**src/rtl/stream_scheduler.sv**
```systemverilog
// stream_scheduler: frames the ADC sample stream into packets for the
// ping-pong buffer writer, handles clean start/stop with optional PPS
// alignment, and paces status requests on a stretched cmd_ready pulse.
module stream_scheduler #(
  parameter int CMD_HOLD  = 16,
  parameter int MIN_WORDS = 24,
  parameter int MAX_WORDS = 1023
) (
  input  logic        clk,
  input  logic        reset_n,
  input  logic [15:0] sample_data,
  input  logic        sample_valid,
  input  logic        enable,
  input  logic        start_on_pps,
  input  logic        pps,
  input  logic [9:0]  packet_words,
  input  logic [15:0] status_every,
  input  logic        status_now,
  output logic [15:0] source_data,
  output logic        source_en,
  output logic        source_packet_end,
  output logic        cmd_ready,
  output logic [31:0] packet_total,
  output logic        busy
);

  localparam int HW = (CMD_HOLD > 1) ? $clog2(CMD_HOLD) : 1;

  typedef enum logic [1:0] {ST_IDLE, ST_ARM, ST_STREAM, ST_DRAIN} state_e;
  typedef enum logic [1:0] {RQ_LOW, RQ_HIGH, RQ_GAP} req_e;

  state_e      state_q, state_d;
  req_e        req_q;
  logic        pps_q;
  logic [9:0]  wc_q, len_q;
  logic [9:0]  len_now, len_eff;
  logic [10:0] pw_ext;
  logic        accept, last, pkt_done;
  logic [15:0] src_data_q;
  logic        src_en_q, src_end_q, busy_q, cmd_q;
  logic [31:0] total_q;
  logic [15:0] div_q, div_d, se_q;
  logic        status_req, new_req, pending_q;
  logic [HW-1:0] hold_q;

  assign source_data       = src_data_q;
  assign source_en         = src_en_q;
  assign source_packet_end = src_end_q;
  assign cmd_ready         = cmd_q;
  assign packet_total      = total_q;
  assign busy              = busy_q;

  // Packet length clamp, word acceptance and next framing state
  always_comb begin
    pw_ext = {1'b0, packet_words};
    if (pw_ext < 11'(MIN_WORDS))      len_now = 10'(MIN_WORDS);
    else if (pw_ext > 11'(MAX_WORDS)) len_now = 10'(MAX_WORDS);
    else                              len_now = packet_words;
    len_eff = (wc_q == '0) ? len_now : len_q;
    last    = (wc_q == len_eff - 10'd1);
    accept  = 1'b0;
    state_d = state_q;
    unique case (state_q)
      ST_IDLE: if (enable) state_d = start_on_pps ? ST_ARM : ST_STREAM;
      ST_ARM: begin
        if (!enable) begin
          state_d = ST_IDLE;
        end else if (pps && !pps_q) begin
          state_d = ST_STREAM;
          accept  = sample_valid;
        end
      end
      ST_STREAM: begin
        if (enable) begin
          accept = sample_valid;
        end else if (wc_q == '0) begin
          state_d = ST_IDLE;
        end else begin
          // Stop mid-packet: keep this word, finish the packet in DRAIN
          // unless this very word closes it.
          accept  = sample_valid;
          state_d = (sample_valid && last) ? ST_IDLE : ST_DRAIN;
        end
      end
      ST_DRAIN: begin
        accept = sample_valid;
        if (sample_valid && last) state_d = ST_IDLE;
      end
      default: state_d = ST_IDLE;
    endcase
    pkt_done = accept && last;
  end

  // Framing FSM with registered buffer-writer outputs and packet counter
  always_ff @(posedge clk or negedge reset_n) begin
    if (!reset_n) begin
      state_q    <= ST_IDLE;
      pps_q      <= 1'b0;
      wc_q       <= '0;
      len_q      <= '0;
      src_data_q <= '0;
      src_en_q   <= 1'b0;
      src_end_q  <= 1'b0;
      busy_q     <= 1'b0;
      total_q    <= '0;
    end else begin
      state_q    <= state_d;
      pps_q      <= pps;
      src_en_q   <= accept;
      src_data_q <= accept ? sample_data : '0;
      src_end_q  <= pkt_done;
      busy_q     <= (state_d != ST_IDLE);
      if (accept) begin
        if (wc_q == '0) len_q <= len_now;
        wc_q <= last ? '0 : wc_q + 10'd1;
      end
      if (pkt_done) total_q <= total_q + 32'd1;
    end
  end

  // Status divider: request every status_every completed packets
  always_comb begin
    status_req = 1'b0;
    div_d      = div_q;
    if (status_every == '0) begin
      div_d = '0;
    end else if ((status_every != se_q) && (status_every <= div_q)) begin
      div_d = '0;
    end else if (pkt_done) begin
      if (div_q + 16'd1 == status_every) begin
        div_d      = '0;
        status_req = 1'b1;
      end else begin
        div_d = div_q + 16'd1;
      end
    end
    new_req = status_req || status_now;
  end

  // Divider and previous status_every registers
  always_ff @(posedge clk or negedge reset_n) begin
    if (!reset_n) begin
      div_q <= '0;
      se_q  <= '0;
    end else begin
      div_q <= div_d;
      se_q  <= status_every;
    end
  end

  // Request engine: CMD_HOLD cycles high, then CMD_HOLD cycles low
  always_ff @(posedge clk or negedge reset_n) begin
    if (!reset_n) begin
      req_q     <= RQ_LOW;
      hold_q    <= '0;
      cmd_q     <= 1'b0;
      pending_q <= 1'b0;
    end else begin
      pending_q <= pending_q || new_req;
      unique case (req_q)
        RQ_LOW: begin
          if (pending_q) begin
            req_q     <= RQ_HIGH;
            cmd_q     <= 1'b1;
            hold_q    <= '0;
            pending_q <= new_req;
          end
        end
        RQ_HIGH: begin
          if (hold_q == HW'(CMD_HOLD - 1)) begin
            req_q  <= RQ_GAP;
            cmd_q  <= 1'b0;
            hold_q <= '0;
          end else begin
            hold_q <= hold_q + 1'b1;
          end
        end
        RQ_GAP: begin
          if (hold_q == HW'(CMD_HOLD - 1)) begin
            // A request already waiting goes straight back to HIGH so the
            // low gap is exactly CMD_HOLD rather than CMD_HOLD+1.
            hold_q <= '0;
            if (pending_q) begin
              req_q     <= RQ_HIGH;
              cmd_q     <= 1'b1;
              pending_q <= new_req;
            end else begin
              req_q <= RQ_LOW;
            end
          end else begin
            hold_q <= hold_q + 1'b1;
          end
        end
        default: begin
          req_q <= RQ_LOW;
          cmd_q <= 1'b0;
        end
      endcase
    end
  end

endmodule

```
**config.mk**
```make
export PLATFORM = sky130hd
export DESIGN_NAME = stream_scheduler
export DESIGN_NICKNAME = d
export VERILOG_FILES = /design/src/rtl/stream_scheduler.sv
export SDC_FILE = /design/constraint.sdc
export NUM_CORES = 1
export LEC_CHECK = 0
export ABC_CLOCK_PERIOD_IN_PS = 3700
export BUFFER_PORTS_ARGS = -buffer_cell sky130_fd_sc_hd__buf_2
export CORE_UTILIZATION = 52
export DETAILED_ROUTE_END_ITERATION = 6
export PLACE_DENSITY = 0.74
export SLEW_MARGIN = 15
export SYNTH_ARGS = -nofsm -noshare
export SYNTH_HDL_FRONTEND = slang
export SYNTH_SLANG_ARGS = --single-unit
```
**constraint.sdc**
```tcl
create_clock -name clk -period 3.7 [get_ports clk]
set_input_delay 0.74 -clock clk [delete_from_list [all_inputs] [get_ports clk]]
set_output_delay 0.74 -clock clk [all_outputs]
set_load 0.01 [all_outputs]
```
# Word-level counts from Yosys, hierarchy flattened
# Cells that the tools add are included.
# op_classes
add_sub_neg	5
mul	0
div_mod_pow	0
magnitude_cmp	2
eq_ne	12
shifts	0
mux	41
bitwise	0
reduce_logical	18
# ops
op	count
two-way mux 16 bit	5
adder 32 x 1 -> 32 bit, second input constant	1
two-way mux 10 bit	3
two-way mux 2 bit	11
adder 16 x 1 -> 16 bit, second input constant	1
== test 16 bit	1
<= comparator 16 bit	1
logical NOT 16 bit	1
inequality test 16 bit	1
two-way mux 1 bit	14
adder 10 x 1 -> 10 bit, second input constant	1
== test 10 bit	1
logical NOT 10 bit	1
< comparator 10 x 5 -> 1 bit, second input constant	1
subtractor 10 x 1 -> 10 bit, second input constant	1
two-way mux 4 bit	2
one-hot mux 2 bit (4 select lines)	1
one-hot mux 4 bit (2 select lines)	1
== test 2 bit, second input constant	3
inequality test 2 bit, second input constant	3
one-hot mux 1 bit (3 select lines)	2
one-hot mux 2 bit (3 select lines)	1
adder 4 x 1 -> 4 bit, second input constant	1
== test 2 x 1 -> 1 bit, second input constant	2
other kinds (11)	18
# totals
ff_bits	114
latch_bits	0
ramBits	0
mem_bits_ro	0
output_inout_bits	52
wordCells	93
memories	0

# Logic depth before layout (Yosys ltp)
# Gate-level depths: netlist of the first run.
# logic_depth
word_depth	14
mapped_depth	18
ltp_nobuf	15

# Worst setup path before layout of the first run
# No wires, ideal clock.
# synth_timing
path_type	reg-to-reg
from	register wc_q[0]
to	register div_q[1]
setup_ns	0.142
arrival_ns	3.885
required_time_ns	3.558
setup_slack_ns	-0.327
stages_incl_launch_ff	17
n_path_buf	2
cell_sequence	dfrtp_1 > inv_1 > ha_1 > or4b_4 > o31a_1 > a31oi_4 > ha_1 > or3b_2 > o311ai_0 > o31ai_1 > a221o_1 > o211a_4 > and3_1 > buf_4 > buf_2 > nand3_1 > a21oi_1
# synth_via
elab_chain_cells	6
# synth_rtl
item	line	source
start, declared	35	logic [9:0] wc_q, len_q;
start signal, assigned	115	wc_q <= last ? '0 : wc_q + 10'd1;
logical NOT 10 bit	59, 76	
two-way mux 10 bit or two-way mux 1 bit (tied branches)	-	
subtractor 10 x 1 -> 10 bit or two-way mux 1 bit (tied branches)	60, 74	
== test 10 bit or one-hot mux 1 bit (3 select lines) (tied branches)	60, 63	
logical AND 1 bit *	91	pkt_done = accept && last;
nonzero test 3 bit (no line) *	-	
end signal, assigned	146	div_q <= div_d;
end, declared	42	logic [15:0] div_q, div_d, se_q;
# Mark *: on every way between the ends. The rest lies on a longest branch, timed or not.
# A chain may end at the register's enable or synchronous reset.

# Worst setup path in the final report of the first run
# layout_timing
from	register wc_q[1]
to	register div_q[12]
# The elaborated chain is that of the path after synthesis.

==> results of run 1 <==
[worst max-delay path, delay by kind of cell (launching register included)]
family / cells / cell delay (ns)
flops: 1 / 0.39
simple gates: 4 / 1.13
buf+inv: 4 / 0.52
fa+ha+maj: 2 / 0.29
compound gates: 7 / 1.65
[worst paths after layout]
path | to | slack [ns] | cells after the start
min reg2reg | packet_total[31]$_DFFE_PN0P_ | 0.49 | 1
max reg2reg | div_q[12]$_DFFE_PN0P_ | -0.38 | 17
max | div_q[12]$_DFFE_PN0P_ | -0.38 | 17
min in group clk | pps_q$_DFF_PN0_ | 0.47 | 1
max in group asynchronous | wc_q[2]$_DFFE_PN0P_ | 2.55 | 2
min | source_data[15]$_DFF_PN0_ | 0.38 | 1
[metal layers]
layer	global-route usage	vias up	wire length [µm]
met2	0.482	266	9340
met3	0.0639	31	1150
met5	0	-	0
met1	0.366	3069	7810
li1	-	2900	-
met4	0.104	0	297
[cells in the final DEF, fill, tap and decap left out, types with 6 or more instances in the layout]
master,instances
sky130_fd_sc_hd__buf_2,99
sky130_fd_sc_hd__o21ai_2,8
sky130_fd_sc_hd__inv_1,32
sky130_fd_sc_hd__nand3_1,35
sky130_fd_sc_hd__nor3_1,11
sky130_fd_sc_hd__nand2b_1,8
sky130_fd_sc_hd__dfrtp_1,114
sky130_fd_sc_hd__clkbuf_16,17
sky130_fd_sc_hd__and2_1,24
sky130_fd_sc_hd__and4_1,8
sky130_fd_sc_hd__o21ai_1,6
sky130_fd_sc_hd__buf_4,50
sky130_fd_sc_hd__a211oi_1,6
sky130_fd_sc_hd__nand2_1,42
sky130_fd_sc_hd__nor2_1,49
sky130_fd_sc_hd__o21ai_0,21
sky130_fd_sc_hd__a31oi_1,6
sky130_fd_sc_hd__xnor2_1,54
sky130_fd_sc_hd__xor2_1,24
sky130_fd_sc_hd__nor3_4,12
sky130_fd_sc_hd__mux2_2,6
sky130_fd_sc_hd__a21o_1,8
sky130_fd_sc_hd__nor4_1,13
sky130_fd_sc_hd__nand4_1,32
sky130_fd_sc_hd__buf_12,9
sky130_fd_sc_hd__ha_1,25
sky130_fd_sc_hd__mux2i_1,7
sky130_fd_sc_hd__a21oi_1,29
sky130_fd_sc_hd__and3_1,15
[state kept, by name, summed over array words and instances, names as in the netlist]
signal and count:
busy 1, cmd_ready 1, div_q 16, hold_q 4
len_q 10, packet_total 32, pending_q 1, pps_q 1
req_q 2, se_q 16, source_data 16, source_en 1
source_packet_end 1, state_q 2, wc_q 10
[power by group through the flow]
stage / sequential (µW) / clock, µW / combinational (µW)
after global placement: 1440 / 0 / 699
after floorplan: 1440 / 0 / 441
after CTS: 1420 / 1860 / 780
final: 1420 / 1850 / 795
after detailed placement: 1440 / 0 / 735
after global routing: 1430 / 1940 / 882
[cells by family after synthesis]
family,Yosys count
simple gates,288
mux,14
fa+ha+maj,27
flops,114
buf+inv,72
xor+xnor,78
compound gates,133
[repair_timing]
| action | CTS | global route |
|---|---|---|
| resized for setup | 52 | 9 |
| buffers inserted | 9 | 2 |
| pin swaps | 20 | 23 |
| cloned | 4 | 0 |
| endpoints found under the setup margin | 54 | 63 |
[layout make-up]
class,count,area [µm²]
inverters,34,128
repair buffers,166,1210
clock inverters,9,175
well taps,172,215
clock buffers,23,488
fillers,956,3650
multi-input cells,540,4000
flip-flops and latches,114,2850
[per-stage QoR]
| stage | hold WS, ns | utilization | cells |
|---|---|---|---|
| 2_1_floorplan | 0.444 | - | 726 |
| 3_3_place_gp | 0.465 | 0.623 | 1011 |
| 3_5_place_dp | 0.473 | 0.623 | 1011 |
| 4_1_cts | 0.401 | 0.706 | 1056 |
| 5_1_grt | 0.437 | 0.713 | 1058 |
| 6_report | 0.375 | 0.713 | 1058 |
==> impl_metrics.toml, run 1 <==
[sta]
final-max-slew-violation-count = 0
setup_viol_count_final = 63
rsz0062_at_grt = "yes"
slew_headroom = 0.290
skew_ns = 0.0103
post-route-worst-setup-slack_ns = -0.382
tns_ns = -18.02
hold_violations = 0
worstMarginPinSlew_ns = 1.06
fin_crit_sh = 1.10
period_needed_ns = 4.08
clock.fmax_ghz = 0.245

[die]
floorplan.die_area_um2 = 13700
pin_count = 101
chipHeight_um = 117
floorplan.initialDensity = 0.539
dieWidth_um = 117
floorplan.rows = 41
design.core.area_um2 = 12700

[synthesis]
muxShareOfSynthArea = 0.0217
synth.ff_latch_count = 114
yosys.cell_count.top_type = "sky130_fd_sc_hd__dfrtp_1"
yosys.area.top_type_share = 0.416
yosys-top-cells-count = "sky130_fd_sc_hd__dfrtp_1 (114), sky130_fd_sc_hd__xnor2_1 (54), sky130_fd_sc_hd__nor2_1 (53), sky130_fd_sc_hd__nand2_1 (42), sky130_fd_sc_hd__nand3_1 (35)"
yosys.area_share.adder = 0.0493
post_synthesis_simple_gate_area_fraction = 0.235
synth_async_sr_flop_share = 1.00
netlist_instances = 726
synth-edff-count = 0
synth_compound_gate_area_share = 0.132
ys_seq_area_frac = 0.416
synth.cell_area_um2 = 6860
synth-warning-count = 0
synth_xor_area_frac = 0.0996
main_combinational_cell_family_by_area_after_synthesis = "simple AND/OR/NAND/NOR gates"
post_synth.cell_area_avg_um2 = 9.45
synth.top_cells.by_area = "sky130_fd_sc_hd__dfrtp_1 (42%), sky130_fd_sc_hd__xnor2_1 (6.9%), sky130_fd_sc_hd__ha_1 (4.9%), sky130_fd_sc_hd__xor2_1 (3.1%), sky130_fd_sc_hd__nand4_1 (2.9%)"
yosysTopAreaCell = "sky130_fd_sc_hd__dfrtp_1"
syn-num-nets = 802
synth_ff_type = "sky130_fd_sc_hd__dfrtp_1"
synth.lib_cells_used.distinct = 71

[drt]
drt-pass1-iter-count = 5
avgViaCountPerCell = 5.92
via_count = 6266
drc = 0
drt.antenna.violating_nets = 0
route.final.wire_length_um = 18600
wire_per_inst_um = 17.6
detail_route.iter0.violations = 409

[critical_path]
cpPeakStageDelay_ns = 0.46
worstReg2RegStart = "wc_q[1]$_DFFE_PN0P_"
path_class = "reg -> reg"
slowest_cell_on_the_critical_path = "sky130_fd_sc_hd__or4b_4"
cp_max_fo = 12
crit_start = "wc_q[1]$_DFFE_PN0P_"
cp.arrival_ns = 4.38
worstSetupEndpointType = "flip-flop"
critical_path.cell_chain = "inv_2 > ha_4 > or4b_4 > o31a_1 > a31oi_4 > ha_4 > or3b_4 > o311ai_2 > o31ai_2 > a221o_1 > o211a_4 > buf_4 > and3_4 > buf_4 > buf_12 > nand4_1 > a21oi_2"
worst_setup_path_start_kind = "flip-flop"
timing.critical_path.required_ns = 4.00

[placement]
post-place-ws_ns = -0.316
port_buffers = 100
post-dp-hpwl_um = 12300
gp_congestion = 0.938
placement.cell_area_um2 = 7920

[cts]
cts_sinks = 114
htree_num_levels = 4
clock-root-buffer = "sky130_fd_sc_hd__clkbuf_16"
clock_buffers_created_by_tritoncts = 17
path_clk_slew_ns = 0.06
count_of_hold_fix_buffers_inserted_at_cts = 0
cts-root-to-sink-buffers = 2
clock_insertion_delay_worst_skew_ns = 0.42
tritoncts = "built"

[grt]
grt_start_max_net_pins = 61
first_global_vias = 6090
grt_pass1_wl_um = 30100
global_route.overflow_total = 0
grt_use_total = 0.287
grt_antenna_before_repair = 0

[cells_and_area]
antenna-diode-count = 0
synthToLayoutAreaGrowth_pct = 32.2
post-route-cell-area_um2 = 9070
drive_gt1_frac = 0.299
num-nets-final = 949

[power]
p_int_uw = 2980
power.total_uw = 4070
peakVddDrop_mv = 0.264
net_switching_component_of_the_power_uw = 1100
power_frac_clock = 0.455
p_leak_uw = 0.00431
seq_power_share = 0.350
power_density_of_the_placed_cells_nw_per_um2 = 449
switching_share = 0.269
comb_power_share = 0.195

[run_status]
violations = "setup timing"
status = "finished with violations"

[min_path]
hold_path.class = "in -> async"

[flow_run]
max_cap_violations = 0
Note: power is estimated with default switching activity, not from simulation.
==> inputs of run 2 (changes only) <==
Settings changed: BUFFER_PORTS_ARGS -buffer_cell sky130_fd_sc_hd__buf_2 to not set, CORE_UTILIZATION 52 to 58, DONT_BUFFER_PORTS set to 1, MAX_ROUTING_LAYER set to met4, PLACE_DENSITY 0.74 to 0.73.
==> impl_metrics.toml, run 2 (synthesis gave the netlist of run 1 again) <==
[power]
peakVddDrop_mv = 0.491
power_density_of_the_placed_cells_nw_per_um2 = 452
switching_share = 0.288
power_frac_clock = 0.423
p_int_uw = 2630
seq_power_share = 0.391
comb_power_share = 0.187
p_leak_uw = 0.00351
net_switching_component_of_the_power_uw = 1060

[drt]
drt.antenna.violating_nets = 0
route.final.wire_length_um = 16700
wire_per_inst_um = 18.4
detail_route.iter0.violations = 338
drc = 0
avgViaCountPerCell = 6.23
via_count = 5676
drt-pass1-iter-count = 5

[flow_run]
max_cap_violations = 0

[cells_and_area]
multi_input_comb_area_um2 = 3970
fin_util = 0.712
filler_cell_count = 788
synthToLayoutAreaGrowth_pct = 19.0
most_frequent_cells_in_the_layout = "sky130_fd_sc_hd__dfrtp_1 (114), sky130_fd_sc_hd__nor2_1 (52), sky130_fd_sc_hd__xnor2_1 (52)"
drive_gt1_frac = 0.198
leading_cell_type_in_the_layout_fill_and_taps_excluded = "sky130_fd_sc_hd__dfrtp_1"
largest_reg_flops = 32
regArea_um2 = 2850
num-nets-final = 831
antenna-diode-count = 0

[sta]
tns_ns = -9.25
rsz0062_at_grt = "yes"
hold_violations = 0
period_needed_ns = 3.93
clock.fmax_ghz = 0.254
post-route-worst-setup-slack_ns = -0.233
slew_headroom = 0.499
worstMarginPinSlew_ns = 0.747
fin_crit_sh = 1.06
skew_ns = 0.00578
final-max-slew-violation-count = 0
setup_viol_count_final = 58

[grt]
first_global_vias = 5730
grt_pass1_wl_um = 27600
grt_start_max_net_pins = 113
grt_antenna_before_repair = 0
grt_use_total = 0.291
global_route.overflow_total = 0

[min_path]
hold_path.class = "in -> async"

[critical_path]
path_class = "reg -> reg"
ff2ff_path_depth = 16
critical_path.cell_chain = "inv_2 > ha_4 > or4b_4 > o31a_1 > a31oi_4 > ha_4 > or3b_4 > o311ai_2 > o31ai_2 > a221o_1 > o211a_4 > buf_4 > and3_4 > buf_12 > nand4_1 > xnor2_1"
cp_max_fo = 7
worst_setup_path_start_kind = "flip-flop"
slowest_cell_on_the_critical_path = "sky130_fd_sc_hd__or4b_4"
cpPeakStageDelay_ns = 0.46
worstReg2RegStart = "wc_q[0]$_DFFE_PN0P_"
capture_instance_of_the_worst_register_to_register_path = "packet_total[14]$_DFFE_PN0P_"
critical_path.most_common_cell = "sky130_fd_sc_hd__ha_4"
worstSetupEndpointType = "flip-flop"
ff2ff_setup_slack_ns = -0.23
timing.critical_path.required_ns = 4.05
cp.arrival_ns = 4.28

[die]
chipHeight_um = 111
floorplan.rows = 39
floorplan.initialDensity = 0.598
floorplan.die_area_um2 = 12300
dieWidth_um = 111
pin_count = 101
design.core.area_um2 = 11500

[cts]
path_clk_slew_ns = 0.06
htree_num_levels = 4
cts-root-to-sink-buffers = 2
clock_buffers_created_by_tritoncts = 17
tritoncts = "built"
clock-root-buffer = "sky130_fd_sc_hd__clkbuf_16"
cts_sinks = 114
clock_insertion_delay_worst_skew_ns = 0.43

[run_status]
status = "finished with violations"
violations = "setup timing"

[placement]
port_buffers = 0
post-dp-hpwl_um = 11500
gp_congestion = 1.06
-- run 2: cell count changes in the layout (fill, tap and decap cells not counted), sizes merged --
| cell | change |
|---|---|
| buf | -119 |
| clkinv | +5 |
| bufinv | -4 |
| clkbuf | -3 |
| clkinvlp | +2 |
| bufbuf | -1 |
| dlygate4sd3 | +1 |
| inv | +1 |
-- run 2: through the flow --
step / cells / setup WS, ns / hold slack [ns] / area, µm² / total power (µW)
finish: 911 / -0.233 / 0.250 / 8160 / 3690
global route: 911 / -0.331 / 0.271 / 8160 / 3870
detailed placement: 869 / -0.226 / 0.447 / 7270 / 2060
global placement: 869 / -0.128 / 0.448 / 7270 / 2030
CTS: 906 / -0.177 / 0.280 / 7990 / 3690
floorplan: 726 / -0.0649 / 0.444 / 6960 / 1880
-- run 2: worst max path at each step --
stage / start / end / slack [ns] / cells after the start
CTS: wc_q[0]$_DFFE_PN0P_ / packet_total[14]$_DFFE_PN0P_ / -0.18 / 15
global placement: packet_words[9] / packet_total[25]$_DFFE_PN0P_ / -0.13 / 14
detailed placement: packet_words[9] / packet_total[14]$_DFFE_PN0P_ / -0.23 / 14
global route: wc_q[1]$_DFFE_PN0P_ / packet_total[31]$_DFFE_PN0P_ / -0.33 / 15
floorplan: wc_q[1]$_DFFE_PN0P_ / div_q[2]$_DFFE_PN0P_ / -0.06 / 16
finish: wc_q[0]$_DFFE_PN0P_ / packet_total[14]$_DFFE_PN0P_ / -0.23 / 16
-- run 2: final cells by class --
| type | instances | area share |
|---|---|---|
| Clock buffer | 19 | 0.0555 |
| Clock inverter | 13 | 0.0136 |
| Inverter | 34 | 0.0156 |
| Multi-Input combinational cell | 540 | 0.486 |
| Sequential cell | 114 | 0.350 |
| Tap cell | 143 | 0.0219 |
| Timing Repair Buffer | 48 | 0.0572 |
-- run 2: what timing repair did --
action	4_1_cts	5_1_grt
pin swaps	5	14
buffers inserted	3	4
setup endpoints to repair	58	61
cloned	0	1
resized for setup	28	23
hold endpoints to repair	112	0
hold buffers	2	0
-- run 2: critical path: cells and delay by family (launching register included) --
family | cells | cell delay (ns)
adder cells (fa/ha/maj) | 2 | 0.28
XOR/XNOR | 1 | 0.13
buffers and inverters | 3 | 0.36
AO/OA/AOI/OAI | 6 | 1.55
AND/OR/NAND/NOR | 4 | 1.14
flip-flops | 1 | 0.38
-- run 2: layer usage --
layer,vias up,part of all wire,global-route usage
met5,-,0,-
met4,0,0.019,0.116
met3,32,0.058,0.0711
met2,216,0.49,0.455
met1,2759,0.43,0.365
li1,2669,-,-
-- run 2: power groups by stage --
stage                     registers [µW]  logic [µW]  clock network, µW
after global placement              1450         574                  0
after CTS                           1440         665               1590
final                               1440         689               1560
after detailed placement            1460         603                  0
after floorplan                     1440         441                  0
after global routing                1450         766               1650
